===== src/rtl/sa_pe_mp_pkg.sv =====
// Shared types and defaults for the multi-precision systolic PE.
// Ports: none (package). Defines the precision mode enum, default widths and a lane-count helper.
// Imported by sa_pe_mp and sa_pe_mp_mult.
package sa_pe_mp_pkg;

  typedef enum logic [1:0] {
    PE_FULL    = 2'b00,  // one DATA_W x DATA_W product
    PE_HALF    = 2'b01,  // two DATA_W/2 lanes
    PE_QUARTER = 2'b10,  // four DATA_W/4 lanes
    PE_RSVD    = 2'b11   // illegal, handled as FULL
  } pe_mode_t;

  localparam int PE_DATA_W_DEF = 8;
  localparam int PE_ACC_W_DEF  = 20;
  localparam int PE_MAX_LANES  = 4;

  function automatic int unsigned pe_lane_count(input pe_mode_t m);
    case (m)
      PE_HALF:    return 2;
      PE_QUARTER: return 4;
      default:    return 1;
    endcase
  endfunction

endpackage


===== src/rtl/sa_pe_mp_mult.sv =====
// Combinational multi-precision lane multiplier: x and w split into 1/2/4 lanes, one product per lane.
// Latency: 0 cycles (pure combinational). Backpressure: none, no state.
// Ports: x, w (DATA_W operands), mode, is_signed in; prod (4 lanes, each 2*DATA_W, already
// sign/zero-extended to 2*DATA_W, unused lanes zero) out.
module sa_pe_mp_mult
  import sa_pe_mp_pkg::*;
#(
  parameter int DATA_W = PE_DATA_W_DEF
) (
  input  logic [DATA_W-1:0]                      x,
  input  logic [DATA_W-1:0]                      w,
  input  pe_mode_t                               mode,
  input  logic                                   is_signed,
  output logic [PE_MAX_LANES-1:0][2*DATA_W-1:0]  prod
);

  localparam int P = 2 * DATA_W;
  localparam int H = DATA_W / 2;
  localparam int Q = DATA_W / 4;

  // Both operands are extended to the full product width first; a P x P multiply truncated
  // to P bits is then the exact lane product, already extended to P bits.
  function automatic logic [P-1:0] ext_f(input logic [DATA_W-1:0] v, input logic s);
    return {{(P-DATA_W){s & v[DATA_W-1]}}, v};
  endfunction

  function automatic logic [P-1:0] ext_h(input logic [H-1:0] v, input logic s);
    return {{(P-H){s & v[H-1]}}, v};
  endfunction

  function automatic logic [P-1:0] ext_q(input logic [Q-1:0] v, input logic s);
    return {{(P-Q){s & v[Q-1]}}, v};
  endfunction

  always_comb begin
    prod = '0;
    case (mode)
      PE_HALF: begin
        for (int i = 0; i < 2; i++) begin
          prod[i] = ext_h(x[i*H +: H], is_signed) * ext_h(w[i*H +: H], is_signed);
        end
      end
      PE_QUARTER: begin
        for (int i = 0; i < 4; i++) begin
          prod[i] = ext_q(x[i*Q +: Q], is_signed) * ext_q(w[i*Q +: Q], is_signed);
        end
      end
      default: begin
        // FULL, and the reserved encoding which falls back to FULL
        prod[0] = ext_f(x, is_signed) * ext_f(w, is_signed);
      end
    endcase
  end

endmodule


===== src/rtl/sa_pe_mp.sv =====
// Weight-stationary systolic PE: double-buffered weight, 1/2/4-lane dot product added to the column partial sum.
// Latency: out_right 1 cycle, out_bot 2 cycles after in_left_valid. Backpressure: en=0 stalls every register.
// Ports: clk, reset (async active-low), en, mode, is_signed, w_load, w_swap, in_left(_valid), in_top(_valid) in;
// out_right(_valid), out_bot(_valid) out; sat_flag out only when PE_SATURATE_EN is defined (clamping sum).
module sa_pe_mp
  import sa_pe_mp_pkg::*;
#(
  parameter int DATA_W = PE_DATA_W_DEF,
  parameter int ACC_W  = PE_ACC_W_DEF
) (
  input  logic              clk,
  input  logic              reset,
  input  logic              en,
  input  logic [1:0]        mode,
  input  logic              is_signed,
  input  logic              w_load,
  input  logic              w_swap,
  input  logic              in_left_valid,
  input  logic [DATA_W-1:0] in_left,
  input  logic              in_top_valid,
  input  logic [ACC_W-1:0]  in_top,
  output logic              out_right_valid,
  output logic [DATA_W-1:0] out_right,
  output logic              out_bot_valid,
`ifdef PE_SATURATE_EN
  output logic [ACC_W-1:0]  out_bot,
  output logic              sat_flag
`else
  output logic [ACC_W-1:0]  out_bot
`endif
);

  localparam int P     = 2 * DATA_W;
  localparam int LANES = PE_MAX_LANES;
`ifdef PE_SATURATE_EN
  // Three guard bits hold the exact sum of the partial sum plus four lane products.
  localparam int SUM_W = ACC_W + 3;
`else
  localparam int SUM_W = ACC_W;
`endif

  // Horizontal pass-through
  logic              out_right_valid_q, out_right_valid_d;
  logic [DATA_W-1:0] out_right_q, out_right_d;
  // Weight double buffer
  logic [DATA_W-1:0] shadow_w_q, shadow_w_d;
  logic [DATA_W-1:0] active_w_q, active_w_d;
  // Stage 1: lane products already reflect the mode of their own capture edge, so only
  // the signedness has to travel with them for the final extension.
  logic                           v1_q, v1_d;
  logic                           sgn1_q, sgn1_d;
  logic [LANES-1:0][P-1:0]        prod_q, prod_d;
  logic [ACC_W-1:0]               top_q, top_d;
  // Stage 2
  logic              out_bot_valid_q, out_bot_valid_d;
  logic [ACC_W-1:0]  out_bot_q, out_bot_d;
`ifdef PE_SATURATE_EN
  logic              sat_flag_q, sat_flag_d;
`endif

  logic [LANES-1:0][P-1:0] prod_c;
  logic [SUM_W-1:0]        sum_c;
  logic [ACC_W-1:0]        res_c;
  logic                    ovf_c;

  sa_pe_mp_mult #(
    .DATA_W (DATA_W)
  ) u_mult (
    .x         (in_left),
    .w         (active_w_q),
    .mode      (pe_mode_t'(mode)),
    .is_signed (is_signed),
    .prod      (prod_c)
  );

  // Partial sum plus every lane product, each extended by the captured signedness.
  always_comb begin
    sum_c = SUM_W'($signed({sgn1_q & top_q[ACC_W-1], top_q}));
    for (int i = 0; i < LANES; i++) begin
      sum_c = sum_c + SUM_W'($signed({sgn1_q & prod_q[i][P-1], prod_q[i]}));
    end
  end

`ifdef PE_SATURATE_EN
  logic [SUM_W-ACC_W:0] hi_c;
  always_comb begin
    hi_c  = sum_c[SUM_W-1:ACC_W-1];
    res_c = sum_c[ACC_W-1:0];
    ovf_c = 1'b0;
    if (sgn1_q) begin
      // Signed result fits only if the guard bits all equal the ACC_W sign bit.
      if (!(hi_c == '0 || hi_c == '1)) begin
        ovf_c = 1'b1;
        res_c = sum_c[SUM_W-1] ? {1'b1, {(ACC_W-1){1'b0}}} : {1'b0, {(ACC_W-1){1'b1}}};
      end
    end else if (hi_c[SUM_W-ACC_W:1] != '0) begin
      ovf_c = 1'b1;
      res_c = '1;
    end
  end
`else
  assign res_c = sum_c;
  assign ovf_c = 1'b0;
`endif

  always_comb begin
    out_right_valid_d = out_right_valid_q;
    out_right_d       = out_right_q;
    shadow_w_d        = shadow_w_q;
    active_w_d        = active_w_q;
    v1_d              = v1_q;
    sgn1_d            = sgn1_q;
    prod_d            = prod_q;
    top_d             = top_q;
    out_bot_valid_d   = out_bot_valid_q;
    out_bot_d         = out_bot_q;
`ifdef PE_SATURATE_EN
    sat_flag_d        = sat_flag_q;
`endif
    if (en) begin
      out_right_valid_d = in_left_valid;
      out_right_d       = in_left;
      // Swap takes the shadow value from before this edge, so a same-cycle load is not visible yet.
      if (w_load) shadow_w_d = in_left;
      if (w_swap) active_w_d = shadow_w_q;
      // A weight-load beat is not an activation for this PE.
      v1_d = in_left_valid & ~w_load;
      if (v1_d) begin
        prod_d = prod_c;
        sgn1_d = is_signed;
        top_d  = in_top_valid ? in_top : '0;
      end
      out_bot_valid_d = v1_q;
      out_bot_d       = v1_q ? res_c : '0;
`ifdef PE_SATURATE_EN
      sat_flag_d      = v1_q & ovf_c;
`endif
    end
  end

  always_ff @(posedge clk or negedge reset) begin
    if (!reset) begin
      out_right_valid_q <= 1'b0;
      out_right_q       <= '0;
      shadow_w_q        <= '0;
      active_w_q        <= '0;
      v1_q              <= 1'b0;
      sgn1_q            <= 1'b0;
      prod_q            <= '0;
      top_q             <= '0;
      out_bot_valid_q   <= 1'b0;
      out_bot_q         <= '0;
`ifdef PE_SATURATE_EN
      sat_flag_q        <= 1'b0;
`endif
    end else begin
      out_right_valid_q <= out_right_valid_d;
      out_right_q       <= out_right_d;
      shadow_w_q        <= shadow_w_d;
      active_w_q        <= active_w_d;
      v1_q              <= v1_d;
      sgn1_q            <= sgn1_d;
      prod_q            <= prod_d;
      top_q             <= top_d;
      out_bot_valid_q   <= out_bot_valid_d;
      out_bot_q         <= out_bot_d;
`ifdef PE_SATURATE_EN
      sat_flag_q        <= sat_flag_d;
`endif
    end
  end

  assign out_right_valid = out_right_valid_q;
  assign out_right       = out_right_q;
  assign out_bot_valid   = out_bot_valid_q;
  assign out_bot         = out_bot_q;
`ifdef PE_SATURATE_EN
  assign sat_flag        = sat_flag_q;
`endif

  // The reserved mode encoding computes as FULL but flags the misuse whenever it reaches the multiplier.
  a_mode_legal : assert property (@(posedge clk) disable iff (!reset)
                                  !(en && in_left_valid && mode == 2'b11))
    else $error("sa_pe_mp: reserved mode 2'b11 used");

endmodule


===== config.mk =====
export PLATFORM = sky130hd
export DESIGN_NAME = sa_pe_mp
export DESIGN_NICKNAME = d
export VERILOG_FILES = /design/src/rtl/sa_pe_mp_pkg.sv /design/src/rtl/sa_pe_mp_mult.sv /design/src/rtl/sa_pe_mp.sv
export SDC_FILE = /design/constraint.sdc
export NUM_CORES = 1
export LEC_CHECK = 0
export ABC_AREA = 1
export BUFFER_PORTS_ARGS = -buffer_cell sky130_fd_sc_hd__buf_2
export CAP_MARGIN = 20
export CORE_MARGIN = 5
export CORE_UTILIZATION = 60
export CTS_CLUSTER_SIZE = 40
export DETAILED_ROUTE_END_ITERATION = 7
export GPL_ROUTABILITY_DRIVEN = 0
export GPL_TIMING_DRIVEN = 0
export PLACE_DENSITY_LB_ADDON = 0.15
export SLEW_MARGIN = 25
export SYNTH_ARGS = -nofsm -noshare
export SYNTH_HDL_FRONTEND = slang
export SYNTH_SLANG_ARGS = --single-unit

===== constraint.sdc =====
create_clock -name clk -period 6 [get_ports clk]
set_clock_uncertainty 0.1 [all_clocks]
set_input_delay 1.2 -clock clk [delete_from_list [all_inputs] [get_ports clk]]
set_output_delay 1.2 -clock clk [all_outputs]
set_load 0.005 [all_outputs]

==> Yosys cells after proc, flatten, opt, wreduce, memory -nomap -nowiden <==
Cells that the tools add are included.
Widths: inputs -> output; s select.
{ "totals": {"regBits": 132, "latch_bits": 0, "ram_bits": 0, "romBits": 0, "in_bits": 38, "out_inout_bits": 30, "wordCells": 48, "n_memories": 0} }
{ "classes": {"add_sub_neg": 4, "multipliers": 7, "div": 0, "magnitude_cmp": 0, "eq_ne": 2, "n_shift": 0, "n_mux": 5, "n_bitwise": 14, "n_reduce_logical": 3} }
{ "ops": {"columns": ["operator", "n"], "rows": [
  ["$add 20x20->20", 4],
  ["$pmux 16 s2", 2],
  ["$mux 20", 2],
  ["$mux 32", 1],
  ["$mul 3x3->6", 4],
  ["$mul 5x5->10", 2],
  ["$mul 9x9->16", 1],
  ["$and 1x1->1", 13],
  ["$reduce_and 2->1", 3],
  ["$eq 2x1->1 const B", 1],
  ["$eq 2x2->1 const B", 1],
  ["$not 1->1", 1]
]} }

==> Depth between registers and ports, before layout <==
{ "logic_depth": {"depth_word": 6, "mapped_depth": 26, "mapped_depth_nobuf": 25} }

==> Modules after synthesis <==
From an unflattened synthesis, not the netlist that was laid out.
{ "hier_totals": {"cells_unflattened": 1764, "hier_area_um2": 13849.5} }
{ "by_module_without_submodules": {"columns": ["module", "n_inst", "cells_per_inst", "area_per_inst_um2", "seq_area_each_um2"], "rows": [
  ["sa_pe_mp", 1, 930, 7890.1, 3303.2],
  ["sa_pe_mp_mult", 1, 834, 5959.5, 0.0]
]} }

==> Worst setup path after synthesis <==
OpenSTA, ideal clock, no wires.
{ "synth_timing": {"kind": "input to register", "startpoint": "input is_signed", "endpoint": "register prod_q[15] (netlist bit)", "setup_time_ns": 0.116, "t_arrival_ns": 5.657, "required_ns": 5.784, "setup_slack_ns": 0.126, "path_stages": 25, "path_buffers": 1, "path_cell_list": "clkbuf_1 > nand2_1 > inv_1 > nand2_1 > fa_1 > fa_1 > inv_1 > fa_1 > fa_1 > inv_1 > fa_1 > inv_1 > ha_1 > nand2_1 > nand2_1 > nand2_1 > nand2_1 > nand2_1 > nand2_1 > nor2_1 > nand3_1 > nand3_1 > nand2_1 > nand2_1 > nand2_1"} }
{ "synth_between": {"elab_chain_cells": 3, "elab_cells_between_ends": 10, "cone_classes": "mul: 3; mux: 1; bitwise: 6"} }
{ "synth_lines": {"columns": ["element", "line_no", "rtl"], "rows": [
  ["start, declared", "sa_pe_mp.sv:15", "input logic is_signed,"],
  ["$and 1x1->1, on equally long branches", "sa_pe_mp_mult.sv:24, sa_pe_mp_mult.sv:28, sa_pe_mp_mult.sv:32", null],
  ["$mul 9x9->16, or another cell as far along", "sa_pe_mp_mult.sv:50", "prod[0] = ext_f(x, is_signed) * ext_f(w, is_signed);"],
  ["$pmux 16 s2 (*)", "sa_pe_mp_mult.sv:37", "case (mode)"],
  ["end signal, assigned", "sa_pe_mp.sv:163", "prod_q <= prod_d;"],
  ["end, declared", "sa_pe_mp.sv:52", "logic [LANES-1:0][P-1:0] prod_q, prod_d;"]
]} }
Every way passes the cells marked *; elsewhere a longest branch is shown, timed or not.
A chain may end at the register's enable or synchronous reset.

==> Worst setup path in the final report <==
{ "layout_timing": {"startpoint": "input in_left[7]", "endpoint": "register prod_q[15] (netlist bit)"} }
{ "layout_between": {"elab_chain_cells": 3} }
{ "layout_lines": {"columns": ["element", "line_no", "rtl"], "rows": [
  ["start, declared", "sa_pe_mp.sv:19", "input logic [DATA_W-1:0] in_left,"],
  ["$and 1x1->1", "sa_pe_mp_mult.sv:24", "return {{(P-DATA_W){s & v[DATA_W-1]}}, v};"],
  ["$mul 9x9->16 (*)", "sa_pe_mp_mult.sv:50", null],
  ["$pmux 16 s2 (*)", "sa_pe_mp_mult.sv:37", null]
]} }
Marks and branches as above.

==> summary.json <==
{
  "p_leak": {"value": 0.00739, "unit": "µW"},
  "clk_latency": {"value": 0.36, "unit": "ns"},
  "rsz0062_at_grt": {"value": "no"},
  "die_height": {"value": 150, "unit": "µm"},
  "routedWlPerCell": {"value": 16.6, "unit": "µm"},
  "worstPathMaxFanout": {"value": 11},
  "reg2reg_from": {"value": "active_w_q[1]"},
  "totalWireLength": {"value": 29400, "unit": "µm"},
  "die_w": {"value": 150, "unit": "µm"},
  "post-synth-top-area-fraction": {"value": 27.7, "unit": "%"},
  "synth.area.top_cells": {"value": "fa_1 (28%), dfrtp_1 (22%), nand2_1 (12%), ha_1 (10%), inv_1 (9.4%)"},
  "max_slew.worst_pin.slew": {"value": 1.02, "unit": "ns"},
  "critical_path_required": {"value": 6.15, "unit": "ns"},
  "post_cts.repair.setup_buffers": {"value": 0},
  "postSynthAreaPerCell": {"value": 8.23, "unit": "µm²"},
  "floorplan.die_area": {"value": 0.0226, "unit": "mm²"},
  "start_util": {"value": 60.8, "unit": "%"},
  "status": {"value": "complete, no violations"},
  "ctsRootBufferMaster": {"value": "clkbuf_16"},
  "max_clock_freq": {"value": 174, "unit": "MHz"},
  "synth_enable_flop_cells": {"value": 0},
  "yosysMostFrequentCell": {"value": "nand2_1"},
  "synthArstFlopShare": {"value": 100, "unit": "%"},
  "grt_use_total": {"value": 27.9, "unit": "%"},
  "min_period": {"value": 5.74, "unit": "ns"},
  "vias_in_the_first_global_route": {"value": 9763},
  "top_level_ports": {"value": 68},
  "ys_top_cells_by_count": {"value": "nand2_1 (380), inv_1 (296), fa_1 (163)"},
  "synthCells": {"value": 1434},
  "globalRouteOverflowTotal": {"value": 0},
  "cts.reportedPaths.clkPinSlew": {"value": 0.08, "unit": "ns"},
  "starting_drt_drc_count": {"value": 543},
  "cp_common_cell": {"value": "nand2_1"},
  "worst_slew_margin_rel": {"value": 32.1, "unit": "%"},
  "clock_tree_from_tritoncts": {"value": "built"},
  "post_drt_via_cell_ratio": {"value": 5.34},
  "postSynthRegisterBits": {"value": 106},
  "drt_first_pass_iters": {"value": 5},
  "criticalPathCategory": {"value": "in2reg"},
  "critPathLaunch": {"value": "in_left[7]"},
  "design.core.area": {"value": 0.0194, "unit": "mm²"},
  "max-vdd-ir-drop": {"value": 0.284, "unit": "mV"},
  "number_of_h_tree_branching_levels": {"value": 3},
  "synth-main-ff-cell": {"value": "dfrtp_1"},
  "synth_top_cell_by_area": {"value": "fa_1"},
  "hold_path.class": {"value": "reg2reg"},
  "routed-via-count": {"value": 9468},
  "synth_seq_area_share": {"value": 22.5, "unit": "%"},
  "holdWs": {"value": 0.372, "unit": "ns"},
  "post-route-period-util": {"value": 95.7, "unit": "%"},
  "worst_min_delay_path_startpoint": {"value": "out_bot_valid"},
  "synth_area": {"value": 0.0118, "unit": "mm²"},
  "number_of_antenna_violating_nets_in_the_routed_design": {"value": 0},
  "num_rows": {"value": 51},
  "worstSetupStartpointType": {"value": "input pin"},
  "io_buffer_count": {"value": 62},
  "final_nets": {"value": 1804},
  "grt_antenna_before_repair": {"value": 0},
  "maximum_number_of_pins_on_one_net_before_global_route_repair": {"value": 64},
  "report.final.hold_viol_count": {"value": 0},
  "yosysWarnings": {"value": 0},
  "crit_path_max_incr_delay": {"value": 0.68, "unit": "ns"},
  "worstPathArrival": {"value": 5.89, "unit": "ns"},
  "timing.setup.tns": {"value": 0, "unit": "ns"},
  "mappedNetlistNets": {"value": 1734},
  "post_dp_hpwl": {"value": 24700, "unit": "µm"},
  "drive_above_1_share": {"value": 7.89, "unit": "%"},
  "timing.final.setup_violations": {"value": 0},
  "clk_path_buf_depth": {"value": 2},
  "drc": {"value": 0},
  "multi_input_area": {"value": 0.00787, "unit": "mm²"},
  "p_per_area": {"value": 441, "unit": "mW/mm²"},
  "cts_hold_buf": {"value": 0},
  "insertedDiodeCount": {"value": 0},
  "syn_to_final_growth": {"value": 8.43, "unit": "%"},
  "cp-end-kind": {"value": "flop"},
  "worst_path_max_delay_cell": {"value": "fa_1"},
  "first_pass_grt_wire_length": {"value": 49100, "unit": "µm"},
  "area.sequential": {"value": 0.00265, "unit": "mm²"},
  "maxCapViolCount": {"value": 0},
  "cts_made_buffers": {"value": 9},
  "synth.lib_cells_used.distinct": {"value": 40},
  "cts_sinks": {"value": 106},
  "fill_cells": {"value": 1697},
  "slew_viol_final": {"value": 0}
}
report_power, final:
group          switching, µW  internal [µW]
clock                    330            301
sequential               113            861
combinational           2510           1530
total                   2950           2690
layout by cell type, fill, tap and decap left out, types with 3 or more instances in the layout:
| master | synthesis | layout |
|---|---|---|
| a21oi_1 | 49 | 49 |
| xnor2_1 | 11 | 11 |
| dfrtp_1 | 106 | 106 |
| xor2_1 | 10 | 10 |
| nor3_2 | 3 | 3 |
| clkbuf_1 | 26 | 18 |
| fa_1 | 163 | 163 |
| ha_1 | 99 | 98 |
| buf_4 | 3 | 3 |
| clkbuf_16 | 0 | 9 |
| nor2_1 | 74 | 73 |
| o31ai_1 | 3 | 3 |
| nand2_2 | 5 | 5 |
| buf_2 | 9 | 70 |
| o21ai_1 | 8 | 8 |
| o21bai_1 | 3 | 3 |
| inv_1 | 296 | 295 |
| nand3_1 | 57 | 57 |
| nand2_1 | 380 | 379 |
| a21o_1 | 5 | 5 |
| nand4_1 | 10 | 10 |
| nand3b_1 | 3 | 3 |
| a31oi_1 | 7 | 7 |
| a22o_1 | 9 | 9 |
| clkbuf_2 | 0 | 3 |
| mux2_2 | 4 | 4 |
| o21ai_0 | 70 | 70 |
| clkinv_8 | 0 | 3 |
repair_timing:
item / 4_1_cts / 5_1_grt
cloned: 0 / 0
setup endpoints to repair: 7 / 5
gates resized for setup: 2 / 12
through the flow:
step,worst slack [ns],cell area (µm²),utilization (%),instances,total power [µW]
6_report,0.259,12800,66.0,1774,5640
5_1_grt,0.0225,12800,66.0,1774,6300
4_1_cts,0.119,12800,65.9,1777,5610
3_5_place_dp,-0.661,12500,64.3,1762,4930
3_3_place_gp,-0.633,12400,64.1,1761,4820
2_1_floorplan,0.126,11800,-,1434,3940
worst paths after layout:
| path | end | slack [ns] | cells past startpoint |
|---|---|---|---|
| setup / recovery | prod_q[15] | 0.26 | 25 |
| hold reg to reg | out_bot_valid | 0.37 | 2 |
| max in group asynchronous | out_right[4] | 4.48 | 2 |
| setup reg to reg | prod_q[15] | 0.49 | 25 |
| min in group asynchronous | top_q[1] | 0.64 | 1 |
| hold / removal | out_bot_valid | 0.37 | 2 |
layer usage:
metal  GRT usage [%]  up-vias  part of all wire, %
met4            6.77        0                  2.0
met1            36.9     4607                   43
met5               0        -                    0
met3            4.67       43                  5.7
li1                -     4529                    -
met2            48.4      289                   49
area by class of cell:
class	count	share of cell area (%)
inverter	297	8.71
multi-input combinational	991	61.5
sequential	106	20.7
buffer	36	1.35
clock buffer	9	1.76
timing repair buffer	63	2.69
tap	265	2.59
clock inverter	7	0.694
state kept, by name, summed over array words and instances (netlist names):
name,count
shadow_w_q,8
active_w_q,8
out_right_valid,1
v1_q,1
prod_q,38
top_q,20
out_right,8
out_bot,20
sgn1_q,1
out_bot_valid,1
cell families after synthesis:
group	Yosys count	share of synthesized area [%]
AND/OR/NAND/NOR	540	18.6
buffers and inverters	337	11.0
adder cells (fa/ha/maj)	262	38.1
AO/OA/AOI/OAI	163	7.74
flip-flops	106	22.5
XOR/XNOR	22	1.70
multiplexers	4	0.382
worst max-delay path, delay by kind of cell:
kind / cells / cell delay, ns
simple gates: 13 / 1.12
buf+inv: 6 / 0.67
fa+ha+maj: 6 / 2.89
Note: power is estimated with default switching activity, not from simulation.
